File: config.mk
export PLATFORM = sky130hd
export DESIGN_NAME = a2d_rr_intf
export DESIGN_NICKNAME = d
export VERILOG_FILES = /design/src/rtl/a2d_pkg.sv /design/src/rtl/a2d_rr_intf_spi_mstr16.sv /design/src/rtl/a2d_rr_intf.sv
export SDC_FILE = /design/constraint.sdc
export NUM_CORES = 1
export LEC_CHECK = 0
export BUFFER_PORTS_ARGS = -buffer_cell sky130_fd_sc_hd__buf_2
export CAP_MARGIN = 20
export CORE_ASPECT_RATIO = 1.4
export CORE_MARGIN = 4
export CORE_UTILIZATION = 31
export CTS_BUF_LIST = sky130_fd_sc_hd__clkbuf_4 sky130_fd_sc_hd__clkbuf_8 sky130_fd_sc_hd__clkbuf_16
export CTS_CLUSTER_DIAMETER = 80
export CTS_CLUSTER_SIZE = 8
export DETAILED_ROUTE_END_ITERATION = 7
export PLACE_DENSITY = 0.58
export SLEW_MARGIN = 40
export SYNTH_ARGS = -nofsm -noshare
export SYNTH_HDL_FRONTEND = slang
export SYNTH_HIERARCHICAL = 1
export SYNTH_SLANG_ARGS = --single-unit
File: constraint.sdc
create_clock -name clk -period 2 [get_ports clk]
set_input_delay 0.4 -clock clk [delete_from_list [all_inputs] [get_ports clk]]
set_output_delay 0.4 -clock clk [all_outputs]
set_load 0.01 [all_outputs]
File: src/rtl/a2d_pkg.sv
// Shared types and helpers for the round-robin A2D SPI front end.
// Holds the channel/state encodings and the command-word builder.
package a2d_pkg;

  localparam logic [1:0]  CMD_PAD_HI = 2'b00;
  localparam logic [10:0] CMD_PAD_LO = 11'h000;

  typedef enum logic [2:0] {
    CH_LFT  = 3'd0,
    CH_RGHT = 3'd4,
    CH_BATT = 3'd5
  } chnl_e;

  typedef enum logic [2:0] {
    RR_IDLE,
    RR_CMD,
    RR_GAP,
    RR_READ,
    RR_UPD
  } rr_state_e;

  typedef enum logic [1:0] {
    SPI_IDLE,
    SPI_FRONT,
    SPI_SHIFT,
    SPI_BACK
  } spi_state_e;

  // Channel number sits in bits [13:11] of the 16-bit command.
  function automatic logic [15:0] mk_cmd(input chnl_e ch);
    return {CMD_PAD_HI, ch, CMD_PAD_LO};
  endfunction

  function automatic chnl_e next_chnl(input chnl_e ch);
    case (ch)
      CH_LFT:  return CH_RGHT;
      CH_RGHT: return CH_BATT;
      default: return CH_LFT;
    endcase
  endfunction

endpackage

File: src/rtl/a2d_rr_intf_spi_mstr16.sv
// 16-bit SPI master (CPOL=1, CPHA=1) with SCLK derived from a free divider MSB.
// One wrt launches one frame; done pulses once SS_n has returned high.
module spi_mstr16
  import a2d_pkg::*;
#(
  parameter int SCLK_DIV_W = 5
) (
  input  logic        clk,
  input  logic        rst_n,
  input  logic        wrt,
  input  logic [15:0] cmd,
  output logic        done,
  output logic [15:0] rd_data,
  output logic        SS_n,
  output logic        SCLK,
  output logic        MOSI,
  input  logic        MISO
);

  localparam logic [SCLK_DIV_W-1:0] DIV_LOAD = {2'b10, {(SCLK_DIV_W-2){1'b1}}};
  localparam logic [SCLK_DIV_W-1:0] DIV_RISE = {1'b0, {(SCLK_DIV_W-1){1'b1}}};
  localparam logic [SCLK_DIV_W-1:0] DIV_FALL = '1;

  spi_state_e            state;
  logic [SCLK_DIV_W-1:0] div_cnt;
  logic [3:0]            bit_cnt;
  logic [15:0]           shft;
  logic                  sclk_rise;
  logic                  sclk_fall;

  // Decodes of the cycle before SCLK changes, so actions land on the same edge.
  assign sclk_rise = (div_cnt == DIV_RISE);
  assign sclk_fall = (div_cnt == DIV_FALL);
  assign SCLK      = div_cnt[SCLK_DIV_W-1];
  assign rd_data   = shft;

  // NOTE: sequential state uses non-blocking assignments so every flop samples pre-edge values.
  always_ff @(posedge clk or negedge rst_n) begin
    if (!rst_n) begin
      state   <= SPI_IDLE;
      div_cnt <= '1;
      bit_cnt <= '0;
      shft    <= '0;
      SS_n    <= 1'b1;
      MOSI    <= 1'b0;
      done    <= 1'b0;
    end else begin
      done <= 1'b0;
      case (state)
        SPI_IDLE: begin
          if (wrt) begin
            state   <= SPI_FRONT;
            div_cnt <= DIV_LOAD;
            bit_cnt <= '0;
            shft    <= cmd;
            MOSI    <= cmd[15];
            SS_n    <= 1'b0;
          end
        end
        // First fall only opens the window; bit 15 is already on MOSI.
        SPI_FRONT: begin
          div_cnt <= div_cnt + 1'b1;
          if (sclk_fall) state <= SPI_SHIFT;
        end
        SPI_SHIFT: begin
          div_cnt <= div_cnt + 1'b1;
          if (sclk_rise) begin
            shft    <= {shft[14:0], MISO};
            bit_cnt <= bit_cnt + 1'b1;
            if (bit_cnt == 4'hF) state <= SPI_BACK;
          end
          if (sclk_fall) MOSI <= shft[15];
        end
        // Hold SCLK high by stopping the divider at all-ones.
        SPI_BACK: begin
          if (sclk_fall) begin
            state <= SPI_IDLE;
            SS_n  <= 1'b1;
            done  <= 1'b1;
          end else begin
            div_cnt <= div_cnt + 1'b1;
          end
        end
        default: state <= SPI_IDLE;
      endcase
    end
  end

endmodule

File: src/rtl/a2d_rr_intf.sv
// Round-robin A2D front end: converts channels 0, 4, 5 in turn, one per nxt pulse.
// Each conversion is a command frame followed by a read frame with the same word.
module a2d_rr_intf
  import a2d_pkg::*;
#(
  parameter int SCLK_DIV_W = 5
) (
  input  logic        clk,
  input  logic        rst_n,
  input  logic        nxt,
  output logic [11:0] lft_ld,
  output logic [11:0] rght_ld,
  output logic [11:0] batt,
  output logic        cnv_cmplt,
  output logic        SS_n,
  output logic        SCLK,
  output logic        MOSI,
  input  logic        MISO
);

  rr_state_e   state;
  chnl_e       chnl;
  logic        wrt;
  logic        done;
  logic [15:0] cmd;
  logic [15:0] rd_data;
  logic [3:0]  rx_hdr_unused;

  // The SPI master is idle in both IDLE and GAP, so wrt is never dropped.
  assign wrt           = ((state == RR_IDLE) && nxt) || (state == RR_GAP);
  assign cmd           = mk_cmd(chnl);
  assign rx_hdr_unused = rd_data[15:12];

  spi_mstr16 #(
    .SCLK_DIV_W(SCLK_DIV_W)
  ) u_spi (
    .clk    (clk),
    .rst_n  (rst_n),
    .wrt    (wrt),
    .cmd    (cmd),
    .done   (done),
    .rd_data(rd_data),
    .SS_n   (SS_n),
    .SCLK   (SCLK),
    .MOSI   (MOSI),
    .MISO   (MISO)
  );

  always_ff @(posedge clk or negedge rst_n) begin
    if (!rst_n) begin
      state     <= RR_IDLE;
      chnl      <= CH_LFT;
      lft_ld    <= '0;
      rght_ld   <= '0;
      batt      <= '0;
      cnv_cmplt <= 1'b0;
    end else begin
      cnv_cmplt <= 1'b0;
      case (state)
        RR_IDLE: if (nxt)  state <= RR_CMD;
        RR_CMD:  if (done) state <= RR_GAP;
        RR_GAP:            state <= RR_READ;
        RR_READ: if (done) state <= RR_UPD;
        RR_UPD: begin
          case (chnl)
            CH_LFT:  lft_ld  <= rd_data[11:0];
            CH_RGHT: rght_ld <= rd_data[11:0];
            default: batt    <= rd_data[11:0];
          endcase
          cnv_cmplt <= 1'b1;
          chnl      <= next_chnl(chnl);
          state     <= RR_IDLE;
        end
        default: state <= RR_IDLE;
      endcase
    end
  end

endmodule
=== Word-level counts from Yosys, hierarchy flattened ===
Index checks and enable logic that the tools add are counted.

* Word-level logic and storage cells: 83
* Input bits: 4
* Output and inout bits: 40
* Bits in registers: 73

* Reduce and logical (&&, ||, !) cells: 18
* Muxes and demuxes: 28
* Add/subtract/negate cells: 2
* Bitwise operators: 1
* Equal/unequal tests: 21

{| class="wikitable"
|+ Operators by type and width
! kind !! count
|-
| 2-to-1 mux 16 bit || 2
|-
| one-hot mux 16 bit (2 select lines) || 1
|-
| inequality test 2 x 1 -> 1 bit (second input constant) || 8
|-
| one-hot mux 5 bit (3 select lines) || 1
|-
| one-hot mux 3 bit (4 select lines) || 1
|-
| AND reduction 3 bit || 4
|-
| 2-to-1 mux 2 bit || 5
|-
| 2-to-1 mux 5 bit || 2
|-
| 2-to-1 mux 3 bit || 3
|-
| 2-to-1 mux 4 bit || 2
|-
| one-hot mux 2 bit (4 select lines) || 1
|-
| one-hot mux 4 bit (2 select lines) || 1
|-
| AND reduction 2 bit || 4
|-
| == test 3 x 2 -> 1 bit (second input constant) || 2
|-
| == test 3 bit (second input constant) || 2
|-
| zero test 3 bit || 2
|-
| 2-to-1 mux 1 bit || 6
|-
| one-hot mux 3 bit (2 select lines) || 1
|-
| adder 5 x 1 -> 5 bit (second input constant) || 1
|-
| == test 5 x 4 -> 1 bit (second input constant) || 1
|-
| == test 5 bit (second input constant) || 1
|-
| AND reduction 5 bit || 1
|-
| adder 4 x 1 -> 4 bit (second input constant) || 1
|-
| == test 2 bit (second input constant) || 2
|-
| 11 further kinds || 15
|}

=== Logic depth before layout (Yosys ltp) ===
Gate-level depths: netlist of the first run.

* Word-level depth: 5
* Gate-level depth with buffers: 7
* Mapped depth without buffers: 7

=== By module ===
Netlist of the first run, hierarchy kept.

{| class="wikitable"
|+ By module, submodules not included
! module !! seq. area each (sq um) !! cells an instance !! area each (sq um) !! instances
|-
| spi_mstr16 || 758.2 || 135 || 1674.1 || 1
|-
| a2d_rr_intf || 1051.0 || 99 || 1597.8 || 1
|}

=== Least setup slack after synthesis of the first run ===
No wires, ideal clock.

* Path kind: reg2reg
* Start point: register u_spi.div_cnt[0]
* End point: register u_spi.shft[10] (netlist: u_spi/rd_data[10])
* Path slack: -130 ps
* Required time: 1875 ps
* Arrival time: 2005 ps
* Cell stages (with the launch flop): 8
* Path buffers: 1
* Setup time: 125 ps
* Period minus slack after synthesis: 2130 ps
* Cells stage by stage: dfstp_2 ha_1 and3_1 ha_1 nor2b_2 nor3_4 buf_8 mux2_4

* Longest elaborated chain between the ends: 3

{| class="wikitable"
|+ Ends and longest elaborated chain
! item !! RTL line !! source
|-
| start, declared || a2d_rr_intf_spi_mstr16.sv:25 || <nowiki>logic [SCLK_DIV_W-1:0] div_cnt;</nowiki>
|-
| start signal, assigned || a2d_rr_intf_spi_mstr16.sv:62 || <nowiki>div_cnt <= div_cnt + 1'b1;</nowiki>
|-
| start signal, assigned || a2d_rr_intf_spi_mstr16.sv:66 || <nowiki>div_cnt <= div_cnt + 1'b1;</nowiki>
|-
| start signal, assigned || a2d_rr_intf_spi_mstr16.sv:81 || <nowiki>div_cnt <= div_cnt + 1'b1;</nowiki>
|-
| == test 5 x 4 -> 1 bit || a2d_rr_intf_spi_mstr16.sv:32 || <nowiki>assign sclk_rise = (div_cnt == DIV_RISE);</nowiki>
|-
| inequality test 2 x 1 -> 1 bit (no source line) || -- ||
|-
| AND reduction 3 bit (no source line) || -- ||
|-
| end signal, assigned || a2d_rr_intf_spi_mstr16.sv:55 || <nowiki>shft <= cmd;</nowiki>
|-
| end signal, assigned || a2d_rr_intf_spi_mstr16.sv:68 || <nowiki>shft <= {shft[14:0], MISO};</nowiki>
|-
| end, declared || a2d_rr_intf_spi_mstr16.sv:27 || <nowiki>logic [15:0] shft;</nowiki>
|}

Every way passes these cells.
A chain may end at the register's enable or synchronous reset.

=== Worst setup path in the final report of the first run ===
* Start point: register u_spi.div_cnt[1]
* End point: register u_spi.shft[12] (netlist: u_spi/rd_data[12])

The elaborated chain is that of the path after synthesis.

==> results.json, run 1 <==
{
  "cts_sinks": 72,
  "numCtsBuffers": 9,
  "required_ps": 2210,
  "reg2reg_depth": 8,
  "clkTransAtPathRegs_ps": 50,
  "drive_gt1_share_pct": 52.4,
  "synth.distinct_cells": 38,
  "dieHeight_um": 130,
  "p_leak_nw": 2.13,
  "grt_use_total_pct": 11.1,
  "gp_congestion": 0.754,
  "max_freq_ghz": 0.508,
  "crit_type": "flop to flop",
  "area_growth_pct": 31.2,
  "drc": 0,
  "die_w_um": 94.8,
  "worstReg2RegStart": "u_spi/div_cnt[1]",
  "grt_first_pass_wirelength_mm": 10.5,
  "drv_slew": 0,
  "wl_per_cell_um": 14.2,
  "cp_slowest_stage_delay_ps": 550,
  "ir_drop_mv": 0.358,
  "final_cell_count_no_fill": 457,
  "setup_violations": 0,
  "p_switching_mw": 0.621,
  "seqPwrFrac_pct": 45.2,
  "rows": 44,
  "dp.cells": 436,
  "synth_edf_count": 0,
  "htree_levels": 3,
  "worst-path-max-fanout": 5,
  "tns_ps": 0,
  "clock_skew_ps": 7.04,
  "combPwrFrac_pct": 2.5,
  "rrSetupSlack_ps": 30,
  "synth_top_flop_cell": "dfrtp_1",
  "synth_area_um2": 3270,
  "crit_top_cell": "ha_4",
  "vias": 2086,
  "ant_nets": 0,
  "status": "completed",
  "wl_mm": 6.50,
  "path_delay_family": "flip-flops",
  "crit_slowest_cell": "dfstp_2",
  "end_kind": "flop",
  "timing.rr.end": "u_spi/rd_data[12]",
  "viasPerCell": 4.56,
  "clockBufferDepth": 2,
  "clk_latency_ps": 330,
  "clockRootBuffer": "clkbuf_16",
  "drt_pre_antenna_iters": 4,
  "io_pins": 44,
  "cts_tree": "built",
  "ys_seq_area_share_pct": 55.3,
  "synth_warnings": 6,
  "path_cells": "ha_4 > and3_4 > ha_4 > nor2b_4 > nor3_4 > buf_6 > clkbuf_16 > mux2_4",
  "synthArstFlopShare_pct": 100,
  "antennaDiodeCount": 0,
  "critPathLaunchType": "flop",
  "crit_buf_inv": 2,
  "syn_avg_cell_area_um2": 14.0,
  "yosys.area.top_type": "dfrtp_1",
  "synth_top_area_share_pct": 50.5,
  "post-route-min-period_ps": 1970,
  "die-area_um2": 12300,
  "portBuffers": 43,
  "p_per_area_nw_per_um2": 768,
  "period_share_pct": 98.4,
  "clkPwrFrac_pct": 52.3,
  "initial_core_util_pct": 31.6,
  "setup_slack_ps": 32.4,
  "synth_cells": 234,
  "synth.most_common_cell": "dfrtp_1",
  "synth-seq-cells": 72,
  "ctsHoldBuffers": 0,
  "finalHoldViolations": 0,
  "fp.coreArea_um2": 10300,
  "grt_pass1_vias": 2134,
  "nets": 328,
  "rsz0062_at_grt": "yes",
  "p_int_mw": 2.68,
  "drt_iter0_drc": 53,
  "worstPathArrival_ps": 2180,
  "grt_max_degree": 35,
  "dp_slack_ps": -8.77,
  "ys_top_cells_by_count": "dfrtp_1 (66), mux2_2 (62), ha_1 (9)",
  "grt_remaining_overflow": 0,
  "antenna_found_initial": 0,
  "fillers": 1009,
  "dp_hpwl_mm": 4.46,
  "worstHoldPathType": "input port to asynchronous set/reset pin",
  "cap_viol_max_count": 0,
  "synth_area_leaders": "dfrtp_1 (50%), mux2_2 (21%), dfstp_2 (4.8%), ha_1 (3.4%), mux2_4 (3.2%)",
  "switching_share_pct": 18.8
}
[power by group through the flow]
stage | logic [mW] | registers, mW | clock network, mW
detailed placement | 0.0797 | 1.51 | 0
global placement | 0.0775 | 1.51 | 0
CTS | 0.0795 | 1.49 | 1.77
floorplan | 0.0326 | 1.51 | 0
finish | 0.0832 | 1.49 | 1.73
global route | 0.0958 | 1.49 | 1.84
[what timing repair did]
action / 4_1_cts / 5_1_grt
buffers inserted: 1 / 2
resized for setup: 0 / 12
pin swaps: 1 / 2
setup endpoints to repair: 4 / 17
gates cloned: 0 / 3
[placed cells by master (no fill, tap or decap), types with 3 or more instances in the layout]
cell type / n
inv_1: 8
nand3_1: 3
ha_4: 3
conb_1: 15
mux2_4: 16
nand2b_1: 5
buf_12: 3
ha_1: 6
o21ai_0: 6
buf_2: 43
dfrtp_1: 66
a31oi_1: 3
clkbuf_16: 11
buf_4: 14
nand2_1: 5
a21oi_1: 7
nor2_1: 8
dfstp_2: 6
o31ai_1: 3
mux2i_1: 3
mux2_2: 53
[registers in the layout, summed over array words and instances, names as in the netlist]
signal         flops
rght_ld           12
u_spi/rd_data     16
batt              12
u_spi/SS_n         1
lft_ld            12
u_spi/done         1
chnl               2
cnv_cmplt          1
u_spi/MOSI         1
u_spi/div_cnt      5
u_spi/state        2
state              3
u_spi/bit_cnt      4
[cells by family after synthesis]
| logic type | count (synthesis) | synth area share (%) |
|---|---|---|
| DFF | 72 | 55.3 |
| other | 1 | 0.115 |
| AOI/OAI and AO/OA | 25 | 4.82 |
| adders and majority gates | 9 | 3.44 |
| muxes | 72 | 25.5 |
| and+or+nand+nor | 38 | 7.61 |
| buffers and inverters | 16 | 2.98 |
| xor gates and xnor gates | 1 | 0.268 |
[final cells by class]
type | instances | area, µm² | share of cell area [%]
sequential | 72 | 1810 | 42.1
multi-input combinational | 160 | 1500 | 35.0
tap | 138 | 173 | 4.02
clock buffer | 12 | 260 | 6.06
inverter | 8 | 30.0 | 0.699
clock inverter | 3 | 65.1 | 1.52
timing repair buffer | 64 | 453 | 10.5
[worst register-to-register path: stages, from the launching register on]
cell	delay [ps]
dfstp_2	550
ha_4	140
and3_4	210
ha_4	160
nor2b_4	50
nor3_4	110
buf_6	160
clkbuf_16	160
mux2_4	300
[routing by layer]
layer  track usage, %  vias to the layer above  wire length, µm
met1             13.3                     1047             2760
li1                 -                      983                -
met2             19.1                       47             3350
met3             2.61                        9              290
met5                0                        -                0
met4             4.59                        0              104
[how the worst max path moves through the flow]
stage	slack [ps]	cells after the start	start	endpoint
6_report	30	8	u_spi/div_cnt[1]	u_spi/rd_data[12]
3_5_place_dp	-9	6	u_spi/div_cnt[1]	u_spi/state[1]
3_3_place_gp	20	6	u_spi/div_cnt[1]	u_spi/state[1]
5_1_grt	-30	8	u_spi/div_cnt[0]	u_spi/rd_data[12]
4_1_cts	0.2	7	u_spi/div_cnt[1]	u_spi/rd_data[3]
2_1_floorplan	-80	7	u_spi/div_cnt[0]	u_spi/rd_data[10]
[per-stage QoR]
| stage | power, mW | utilization (%) | instance area, µm² | hold slack (ps) |
|---|---|---|---|---|
| 2_1_floorplan | 1.54 | - | 3360 | 104 |
| 3_3_place_gp | 1.59 | 37.1 | 3830 | 380 |
| 3_5_place_dp | 1.59 | 37.1 | 3830 | 383 |
| 4_1_cts | 3.34 | 40.3 | 4170 | 36.2 |
| 5_1_grt | 3.43 | 41.5 | 4290 | 47.7 |
| 6_report | 3.30 | 41.5 | 4290 | 31.9 |
No activity file was read; power rests on OpenSTA's default activity.
==> run 2, diff against run 1 <==
--- a/config.mk
+++ b/config.mk
@@ -9,12 +9,12 @@
 export CAP_MARGIN = 20
 export CORE_ASPECT_RATIO = 1.4
 export CORE_MARGIN = 4
-export CORE_UTILIZATION = 31
+export CORE_UTILIZATION = 40
 export CTS_BUF_LIST = sky130_fd_sc_hd__clkbuf_4 sky130_fd_sc_hd__clkbuf_8 sky130_fd_sc_hd__clkbuf_16
 export CTS_CLUSTER_DIAMETER = 80
 export CTS_CLUSTER_SIZE = 8
 export DETAILED_ROUTE_END_ITERATION = 7
-export PLACE_DENSITY = 0.58
+export PLACE_DENSITY = 0.69
 export SLEW_MARGIN = 40
 export SYNTH_ARGS = -nofsm -noshare
 export SYNTH_HDL_FRONTEND = slang
==> run 2 against run 1 <==
  * The flow now finishes with violations (hold timing)
  * Routed wire length shrank 7.0%
  * Via count is the same
  * Die area shrank 21%
  * Largest cell class unchanged
==> results.json, run 2 (same netlist as run 1, synthesis figures left out) <==
{
  "status": "finished with violations",
  "violations": "hold timing",
  "portBuffers": 43,
  "cts_tree": "built",
  "dp_slack_ps": -7.68,
  "cts_sinks": 72,
  "startpoint": "u_spi/div_cnt[1]",
  "grt_max_degree": 55,
  "required_ps": 2240,
  "rsz0062_at_grt": "yes",
  "drc": 0,
  "grt_first_pass_wirelength_mm": 10.1,
  "final_util_pct": 51.8,
  "drive_gt1_share_pct": 51.3,
  "hold_slack_ps": -3.74,
  "fin_area_um2": 4070,
  "grt_use_total_pct": 13.3,
  "drt_iter0_drc": 90,
  "clock_skew_ps": 6.77,
  "wl_mm": 6.05,
  "max_freq_ghz": 0.502,
  "crit_type": "flop to flop",
  "area_growth_pct": 24.3,
  "dieHeight_um": 115,
  "crit_slowest_cell": "dfstp_2",
  "fp.coreArea_um2": 7850,
  "clk_latency_ps": 350,
  "p_leak_nw": 2.04,
  "clockBufferDepth": 2,
  "htree_levels": 3,
  "wl_per_cell_um": 14.7,
  "nets": 320,
  "tns_ps": 0,
  "worstPathArrival_ps": 2230,
  "setup_violations": 0,
  "post-route-min-period_ps": 1990,
  "drv_slew": 0,
  "antennaDiodeCount": 0,
  "setup_slack_ps": 8.43,
  "mostFrequentLayoutCell": "dfrtp_1",
  "grt_remaining_overflow": 0,
  "finalHoldViolations": 15,
  "drt_pre_antenna_iters": 5,
  "dp_hpwl_mm": 4.17,
  "cp_slowest_stage_delay_ps": 560,
  "worstHoldPathType": "input port to asynchronous set/reset pin",
  "dp.cells": 394,
  "end_kind": "flop",
  "grt_pass1_vias": 2043,
  "rrSetupSlack_ps": 8,
  "path_cells": "ha_4 > and3_4 > ha_4 > o21ba_2 > a2111o_1 > mux2_2",
  "ir_drop_mv": 0.346,
  "p_per_area_nw_per_um2": 704,
  "endpoint": "u_spi/state[1]",
  "antenna_found_initial": 0,
  "cap_viol_max_count": 0,
  "reg2reg_depth": 6,
  "ant_nets": 0,
  "timing.rr.end": "u_spi/state[1]",
  "final_cell_mix": "dfrtp_1 (66), mux2_2 (53), buf_2 (43)",
  "io_pins": 44,
  "clockRootBuffer": "clkbuf_8",
  "largest_register_ffs": 16,
  "clkTransAtPathRegs_ps": 70,
  "rows": 38,
  "gp_congestion": 0.773,
  "finalPower_mw": 2.86,
  "vias": 2086,
  "critPathLaunchType": "flop",
  "die-area_um2": 9710,
  "initial_core_util_pct": 41.7,
  "dpl_cell_area_um2": 3760,
  "viasPerCell": 5.06,
  "worstReg2RegStart": "u_spi/div_cnt[1]",
  "crit_top_cell": "ha_4",
  "numCtsBuffers": 9,
  "period_share_pct": 99.6,
  "die_w_um": 84.4,
  "final_cell_count_no_fill": 412,
  "worst-path-max-fanout": 3
}
run 2: changes by cell type in the layout (fill, tap and decap cells not counted), sizes merged:
cell / previous run / this run
clkbuf: 14 / 12
clkinv: 1 / 3
buf: 62 / 55
run 2: worst min-delay path by stage:
stage	start	endpoint	slack, ps	cells after the start
2_1_floorplan	rst_n	batt[0]	100	0
3_3_place_gp	rst_n	batt[2]	380	1
3_5_place_dp	rst_n	batt[2]	390	1
4_1_cts	rst_n	batt[2]	8	1
5_1_grt	rst_n	rght_ld[6]	20	1
6_report	rst_n	rght_ld[6]	-4	1
run 2: final cells by class:
type	instances	area, µm²
fillers	685	3780
inverters	8	30.0
clock buffers	11	151
clock inverters	5	78.8
repair buffers	56	368
well taps	100	125
flip-flops and latches	72	1810
multi-input cells	160	1500
run 2: worst max-delay path: cells and delay by family (launching register included):
family	cells	cell delay, ps
multiplexers	1	280
adder cells (fa/ha/maj)	2	270
AND/OR/NAND/NOR	1	210
flip-flops	1	560
AO/OA/AOI/OAI	2	570
run 2: timing repair:
item	CTS	global route
pin swaps	1	2
hold buffers	0	0
buffers inserted	0	1
gates resized for setup	0	11
cloned	0	1
setup endpoints to repair	1	10
run 2: routing by layer:
layer,wire [µm],global-route usage [%],up-vias
met5,0,0,-
met4,154,8.66,0
met3,282,3.01,17
met2,3080,21.0,47
met1,2530,16.5,1046
li1,-,-,976
run 2: where the power goes:
group / internal [mW] / switching [mW]
logic: 0.0365 / 0.0406
clock network: 0.768 / 0.530
registers: 1.47 / 0.0165
total: 2.27 / 0.587
